### src/rtl/acl_resp_pkg.sv
// Shared constants and types for the PmodACL (ADXL345) SPI responder.
// Register map, constant register values and the transaction state enum.
package acl_resp_pkg;

    localparam logic [5:0] ADDR_DEVID       = 6'h00;
    localparam logic [5:0] ADDR_POWER_CTL   = 6'h2D;
    localparam logic [5:0] ADDR_DATA_FORMAT = 6'h31;
    localparam logic [5:0] ADDR_DATAX0      = 6'h32;
    localparam logic [5:0] ADDR_DATAX1      = 6'h33;
    localparam logic [5:0] ADDR_DATAY0      = 6'h34;
    localparam logic [5:0] ADDR_DATAY1      = 6'h35;
    localparam logic [5:0] ADDR_DATAZ0      = 6'h36;
    localparam logic [5:0] ADDR_DATAZ1      = 6'h37;

    localparam logic [7:0] POWER_CTL_RST     = 8'h00;
    localparam logic [7:0] DATA_FORMAT_RST   = 8'h00;
    localparam logic [7:0] POWER_CTL_FIXED   = 8'h08;
    localparam logic [7:0] DATA_FORMAT_FIXED = 8'h00;

    typedef enum logic [1:0] {
        IDLE,
        CMD,
        DATA
    } state_t;

    // Byte 1 of an axis is the sign-extended upper two bits.
    function automatic logic [7:0] axis_byte(
        input logic [9:0] s,
        input logic       hi
    );
        return hi ? {{6{s[9]}}, s[9:8]} : s[7:0];
    endfunction

endpackage

### src/rtl/acl_spi_responder_spi_edge_sync.sv
// 2-FF synchronizer with rise/fall strobes on the synchronized level.
// Strobes are valid in the cycle after the second flop updates.
module spi_edge_sync #(
    parameter logic RST_VAL = 1'b1
) (
    input  logic clk,
    input  logic rstbt,
    input  logic din,
    output logic rise,
    output logic fall
);

    logic meta;
    logic sync;
    logic prev;

    always_ff @(posedge clk or negedge rstbt) begin
        if (!rstbt) begin
            meta <= RST_VAL;
            sync <= RST_VAL;
            prev <= RST_VAL;
        end else begin
            meta <= din;
            sync <= meta;
            prev <= sync;
        end
    end

    assign rise = sync & ~prev;
    assign fall = ~sync & prev;

endmodule

### src/rtl/acl_spi_responder.sv
// SPI mode-3 responder emulating the ADXL345 register interface.
// Define ACL_RESP_WRITE_EN to make POWER_CTL and DATA_FORMAT writable.
module acl_spi_responder
    import acl_resp_pkg::*;
#(
    parameter int         SCLK_MIN_DIV = 8,
    parameter logic [7:0] DEVID_VAL    = 8'hE5
) (
    input  logic       clk,
    input  logic       rstbt,
    input  logic       sclk,
    input  logic       ss_n,
    input  logic       mosi,
    output logic       miso,
    output logic       miso_oe,
    input  logic [9:0] x_data,
    input  logic [9:0] y_data,
    input  logic [9:0] z_data,
    output logic [7:0] power_ctl,
    output logic [7:0] data_format,
    output logic       txn_done
);

    if (SCLK_MIN_DIV < 8) begin : g_div_chk
        $error("SCLK_MIN_DIV below 8 outruns the synchronizers");
    end

    logic sclk_rise, sclk_fall, ss_rise, ss_fall;
    logic mosi_meta, mosi_s;

    spi_edge_sync #(.RST_VAL(1'b1)) u_sclk (
        .clk  (clk),
        .rstbt(rstbt),
        .din  (sclk),
        .rise (sclk_rise),
        .fall (sclk_fall)
    );

    // Resetting low means a chip select held low through reset
    // never produces a fall strobe; the master must deselect first.
    spi_edge_sync #(.RST_VAL(1'b0)) u_ss (
        .clk  (clk),
        .rstbt(rstbt),
        .din  (ss_n),
        .rise (ss_rise),
        .fall (ss_fall)
    );

    always_ff @(posedge clk or negedge rstbt) begin
        if (!rstbt) begin
            mosi_meta <= 1'b0;
            mosi_s    <= 1'b0;
        end else begin
            mosi_meta <= mosi;
            mosi_s    <= mosi_meta;
        end
    end

    state_t      state, state_nxt;
    logic [2:0]  bit_cnt;
    logic [7:0]  shift_in, shift_out;
    logic        mb, byte_seen;
    logic [5:0]  addr;
    logic [9:0]  x_snap, y_snap, z_snap;

    logic [7:0]  rx_byte;
    logic        byte_end;
    logic [5:0]  addr_nxt, load_addr;
    logic [7:0]  rd_val;

    assign rx_byte   = {shift_in[6:0], mosi_s};
    assign byte_end  = sclk_rise && (bit_cnt == 3'd7) && (state != IDLE);
    assign addr_nxt  = mb ? addr + 6'd1 : addr;
    assign load_addr = (state == CMD) ? rx_byte[5:0] : addr_nxt;

    always_comb begin
        state_nxt = state;
        if (ss_rise)
            state_nxt = IDLE;
        else if (ss_fall)
            state_nxt = CMD;
        else if (state == CMD && byte_end)
            state_nxt = DATA;
    end

    always_ff @(posedge clk or negedge rstbt) begin
        if (!rstbt)
            state <= IDLE;
        else
            state <= state_nxt;
    end

    always_comb begin
        rd_val = 8'h00;
        case (load_addr)
            ADDR_DEVID:       rd_val = DEVID_VAL;
            ADDR_POWER_CTL:   rd_val = power_ctl;
            ADDR_DATA_FORMAT: rd_val = data_format;
            ADDR_DATAX0:      rd_val = axis_byte(x_snap, 1'b0);
            ADDR_DATAX1:      rd_val = axis_byte(x_snap, 1'b1);
            ADDR_DATAY0:      rd_val = axis_byte(y_snap, 1'b0);
            ADDR_DATAY1:      rd_val = axis_byte(y_snap, 1'b1);
            ADDR_DATAZ0:      rd_val = axis_byte(z_snap, 1'b0);
            ADDR_DATAZ1:      rd_val = axis_byte(z_snap, 1'b1);
            default:          rd_val = 8'h00;
        endcase
    end

    always_ff @(posedge clk or negedge rstbt) begin
        if (!rstbt) begin
            bit_cnt   <= '0;
            shift_in  <= '0;
            shift_out <= '0;
            mb        <= 1'b0;
            addr      <= '0;
            byte_seen <= 1'b0;
            x_snap    <= '0;
            y_snap    <= '0;
            z_snap    <= '0;
            miso      <= 1'b1;
            miso_oe   <= 1'b0;
            txn_done  <= 1'b0;
        end else begin
            txn_done <= 1'b0;
            if (ss_rise) begin
                bit_cnt   <= '0;
                miso      <= 1'b1;
                miso_oe   <= 1'b0;
                txn_done  <= byte_seen;
                byte_seen <= 1'b0;
            end else if (ss_fall) begin
                bit_cnt   <= '0;
                miso      <= 1'b1;
                miso_oe   <= 1'b1;
                byte_seen <= 1'b0;
                x_snap    <= x_data;
                y_snap    <= y_data;
                z_snap    <= z_data;
            end else if (state != IDLE) begin
                if (sclk_rise) begin
                    shift_in <= rx_byte;
                    bit_cnt  <= bit_cnt + 3'd1;
                    if (bit_cnt == 3'd7) begin
                        byte_seen <= 1'b1;
                        shift_out <= rd_val;
                        if (state == CMD) begin
                            mb   <= rx_byte[6];
                            addr <= rx_byte[5:0];
                        end else begin
                            addr <= addr_nxt;
                        end
                    end
                end else if (sclk_fall && state == DATA) begin
                    miso      <= shift_out[7];
                    shift_out <= {shift_out[6:0], 1'b0};
                end
            end
        end
    end

`ifdef ACL_RESP_WRITE_EN
    logic       rw;
    logic       wr_ok;
    logic [7:0] power_ctl_q, data_format_q;

    assign wr_ok = byte_end && !ss_rise && !ss_fall;

    always_ff @(posedge clk or negedge rstbt) begin
        if (!rstbt) begin
            rw            <= 1'b1;
            power_ctl_q   <= POWER_CTL_RST;
            data_format_q <= DATA_FORMAT_RST;
        end else if (wr_ok) begin
            if (state == CMD) begin
                rw <= rx_byte[7];
            end else if (!rw) begin
                case (addr)
                    ADDR_POWER_CTL:   power_ctl_q   <= rx_byte;
                    ADDR_DATA_FORMAT: data_format_q <= rx_byte;
                    default:          ;
                endcase
            end
        end
    end

    assign power_ctl   = power_ctl_q;
    assign data_format = data_format_q;
`else
    assign power_ctl   = POWER_CTL_FIXED;
    assign data_format = DATA_FORMAT_FIXED;
`endif

endmodule

### config.mk
export PLATFORM = sky130hd
export DESIGN_NAME = acl_spi_responder
export DESIGN_NICKNAME = d
export VERILOG_FILES = /design/src/rtl/acl_resp_pkg.sv /design/src/rtl/acl_spi_responder_spi_edge_sync.sv /design/src/rtl/acl_spi_responder.sv
export SDC_FILE = /design/constraint.sdc
export NUM_CORES = 1
export LEC_CHECK = 0
export BUFFER_PORTS_ARGS = -buffer_cell sky130_fd_sc_hd__buf_2
export CAP_MARGIN = 20
export CELL_PAD_IN_SITES_DETAIL_PLACEMENT = 0
export CELL_PAD_IN_SITES_GLOBAL_PLACEMENT = 1
export CORE_MARGIN = 5
export CORE_UTILIZATION = 45
export DETAILED_ROUTE_END_ITERATION = 6
export PLACE_DENSITY = 0.81
export RECOVER_POWER = 100
export SYNTH_ARGS = -nofsm -noshare
export SYNTH_HDL_FRONTEND = slang
export SYNTH_HIERARCHICAL = 1
export SYNTH_SLANG_ARGS = --single-unit
### constraint.sdc
create_clock -name clk -period 3 [get_ports clk]
set_clock_uncertainty 0.1 [all_clocks]
set_input_delay 0.45 -clock clk [delete_from_list [all_inputs] [get_ports clk]]
set_output_delay 0.45 -clock clk [all_outputs]
set_load 0.02 [all_outputs]
==> flow_summary.json <==
{
  "status": "finished clean",
  "antenna_found_initial": 0,
  "die-area_um2": 9860,
  "antenna_cells": 0,
  "clk_latency_ns": 0.34,
  "cellLeakagePower_nw": 1.71,
  "slew_headroom_pct": 9.72,
  "drive_above_1_share_pct": 31.8,
  "period_needed_ns": 2.75,
  "path_clk_slew_ns": 0.07,
  "groute.usage.overall_pct": 15.4,
  "first_pass_iters": 4,
  "yosys_warnings": 6,
  "synth_compound_area_share_pct": 14.6,
  "synth_top_flop_cell": "dfrtp_1",
  "finalHoldViolCount": 0,
  "yosysMostFrequentCell": "dfrtp_1",
  "final_util_pct": 51.2,
  "slowest_delay_ns": 0.52,
  "drc": 0,
  "io_pins": 54,
  "cp_max_fo": 8,
  "setup_tns_ns": 0,
  "avgViaCountPerCell": 5.48,
  "nets": 391,
  "synth_common_cells": "dfrtp_1, mux2_2, nand2_1, buf_4, nor2_1",
  "whs_path_depth": 1,
  "rows": 32,
  "final_cell_area_um2": 3980,
  "regArea_um2": 1710,
  "hold_class": "in2reg",
  "critPathLaunch": "addr[0]",
  "crit_chain": "ha_2 -> mux2_1 -> mux2i_2 -> nand4_1 -> nor4_2 -> a2111oi_0 -> o21ai_1",
  "yosys.cell_types.count": 61,
  "cp-endpoint": "shift_out[7]",
  "cp_top_family": "simple AND/OR/NAND/NOR gates",
  "htreeDepth": 3,
  "numCtsBuffers": 9,
  "power_density_nw_per_um2": 542,
  "rr_worst_depth": 7,
  "path_class": "reg2reg",
  "tightest_slew_ns": 1.35,
  "clockBufferDepth": 2,
  "synth-edff-count": 0,
  "syn_avg_cell_area_um2": 11.4,
  "finalWorstSetupSlack_ns": 0.252,
  "slew_viol_final": 0,
  "final_cells": 460,
  "synthSimpleGateAreaFrac_pct": 12.4,
  "crit_cells": 7,
  "crit_slowest_cell": "nor4_2",
  "grt_pass1_wl_mm": 12.1,
  "core_area_um2": 7770,
  "area_delta_synth_final_pct": 10.7,
  "cp.arrival_ns": 2.91,
  "globalplace.congestion": 0.838,
  "grt_pass1_vias": 2530,
  "vdd_ir_drop_max_v": 0.000266,
  "ant_nets": 0,
  "clockRootBuffer": "clkbuf_8",
  "grt-ovfl-total": 0,
  "synth_area_um2": 3590,
  "port_buffers": 37,
  "cts_tree": "yes",
  "drt-initial-drc-count": 111,
  "grt_max_degree": 31,
  "synth_top_area_share_pct": 44.6,
  "max_cap_viol_count": 0,
  "hold_buffers": 0,
  "worst-path-buf-inv": 0,
  "placed_cell_area_um2": 3820,
  "fp.dieH_um": 99.3,
  "p_total_mw": 2.15,
  "muxShareOfSynthArea_pct": 17.3,
  "startpoint_type": "flip-flop",
  "syn-instance-count": 314,
  "multi_input_area_um2": 1730,
  "synth_area_leaders": "dfrtp_1, mux2_2, buf_4",
  "r2r_slack_ns": 0.25,
  "holdCritStartpoint": "sclk",
  "dp_hpwl_mm": 5.47,
  "rsz0062_at_grt": "no",
  "critPathRequiredTime_ns": 3.17,
  "wl_per_cell_um": 15.6,
  "dieWidth_um": 99.3,
  "max_freq_mhz": 364,
  "dpl_worst_slack_ns": 0.248,
  "hold_ws_ns": 0.112,
  "cts_setup_buffers": 0,
  "yosysSeqAreaShare_pct": 47.5,
  "endpoint_kind": "flip-flop",
  "fill_cells": 730,
  "worstReg2RegStart": "addr[0]",
  "post_cts_resized": 0,
  "num_vias": 2519,
  "yosys.area_share.adder_pct": 1.05,
  "initial_core_util_pct": 46.2,
  "synth_top_family_by_area": "multiplexers",
  "period_share_pct": 91.6,
  "synth_top_area_cell": "dfrtp_1",
  "setup_viol": 0,
  "place_inst": 444,
  "drt_wl_total_mm": 7.16,
  "async_flop_share_pct": 100,
  "synthXorXnorAreaFrac_pct": 0.976,
  "reg2reg_to": "shift_out[7]",
  "clock_sinks": 68,
  "ys_ff_latch": 68
}
[logic make-up after synthesis]
kind of cell	after synthesis
xor+xnor	4
mux	55
fa+ha+maj	3
compound gates	71
simple gates	76
other cells	2
buf+inv	35
flops	68
[cells in the final DEF, fill, tap and decap left out, types with 4 or more instances in the layout]
cell,netlist,routed
buf_2,5,33
nor2b_1,4,4
dfrtp_1,64,64
a211oi_1,9,9
nand4_1,4,4
buf_4,18,5
clkbuf_1,4,9
mux2i_1,11,11
nand2_1,19,19
a21oi_1,12,12
o21ai_0,9,11
clkbuf_8,0,10
conb_1,2,16
nor2_1,14,13
nand2b_1,4,4
nor3b_1,9,9
o21ai_1,12,10
a2111oi_0,7,7
mux2_2,42,41
[power breakdown]
| group | internal [mW] | leakage, nW | switching [mW] |
|---|---|---|---|
| registers | 1.03 | 0.848 | 0.0870 |
| clock network | 0.320 | 0.0824 | 0.330 |
| logic | 0.186 | 0.784 | 0.204 |
[area by class of cell]
class	count	area share (%)
inverters	3	0.283
repair buffers	46	5.89
clock buffers	12	3.65
flip-flops and latches	68	42.9
well taps	102	3.21
multi-input cells	225	43.4
clock inverters	4	0.630
[how the worst min path moves through the flow]
stage	endpoint	slack [ns]
6_report	u_sclk/meta	0.11
5_1_grt	u_sclk/meta	0.09
4_1_cts	z_snap[1]	0.003
3_5_place_dp	mosi_s	0.24
3_3_place_gp	mosi_s	0.23
2_1_floorplan	addr[0]	0.05
[flip-flops by register name, summed over array words and instances, names as in the netlist]
signal	cells
bit_cnt	3
byte_seen	1
u_ss/prev	1
x_snap	10
u_ss/meta	1
u_sclk/prev	1
shift_in	6
txn_done	1
miso	1
mb	1
y_snap	10
mosi_s	1
mosi_meta	1
z_snap	10
u_ss/sync	1
miso_oe	1
addr	6
state	2
u_sclk/sync	1
u_sclk/meta	1
shift_out	8
[per-layer routing]
layer  up-vias  GRT usage, %  part of all wire [%]
met4         0          5.04                   1.3
met5         -             0                     0
met1      1244          19.6                    44
met2        63          25.6                    50
met3         9          3.93                   5.1
li1       1203             -                     -
[worst reg2reg max path: cells and delay by family, from the launching register on]
family / cells / cell delay, ns
muxes: 2 / 0.70
DFF: 1 / 0.49
and+or+nand+nor: 2 / 0.77
AOI/OAI and AO/OA: 2 / 0.29
adders and majority gates: 1 / 0.33
(Power assumes the default switching activity.)
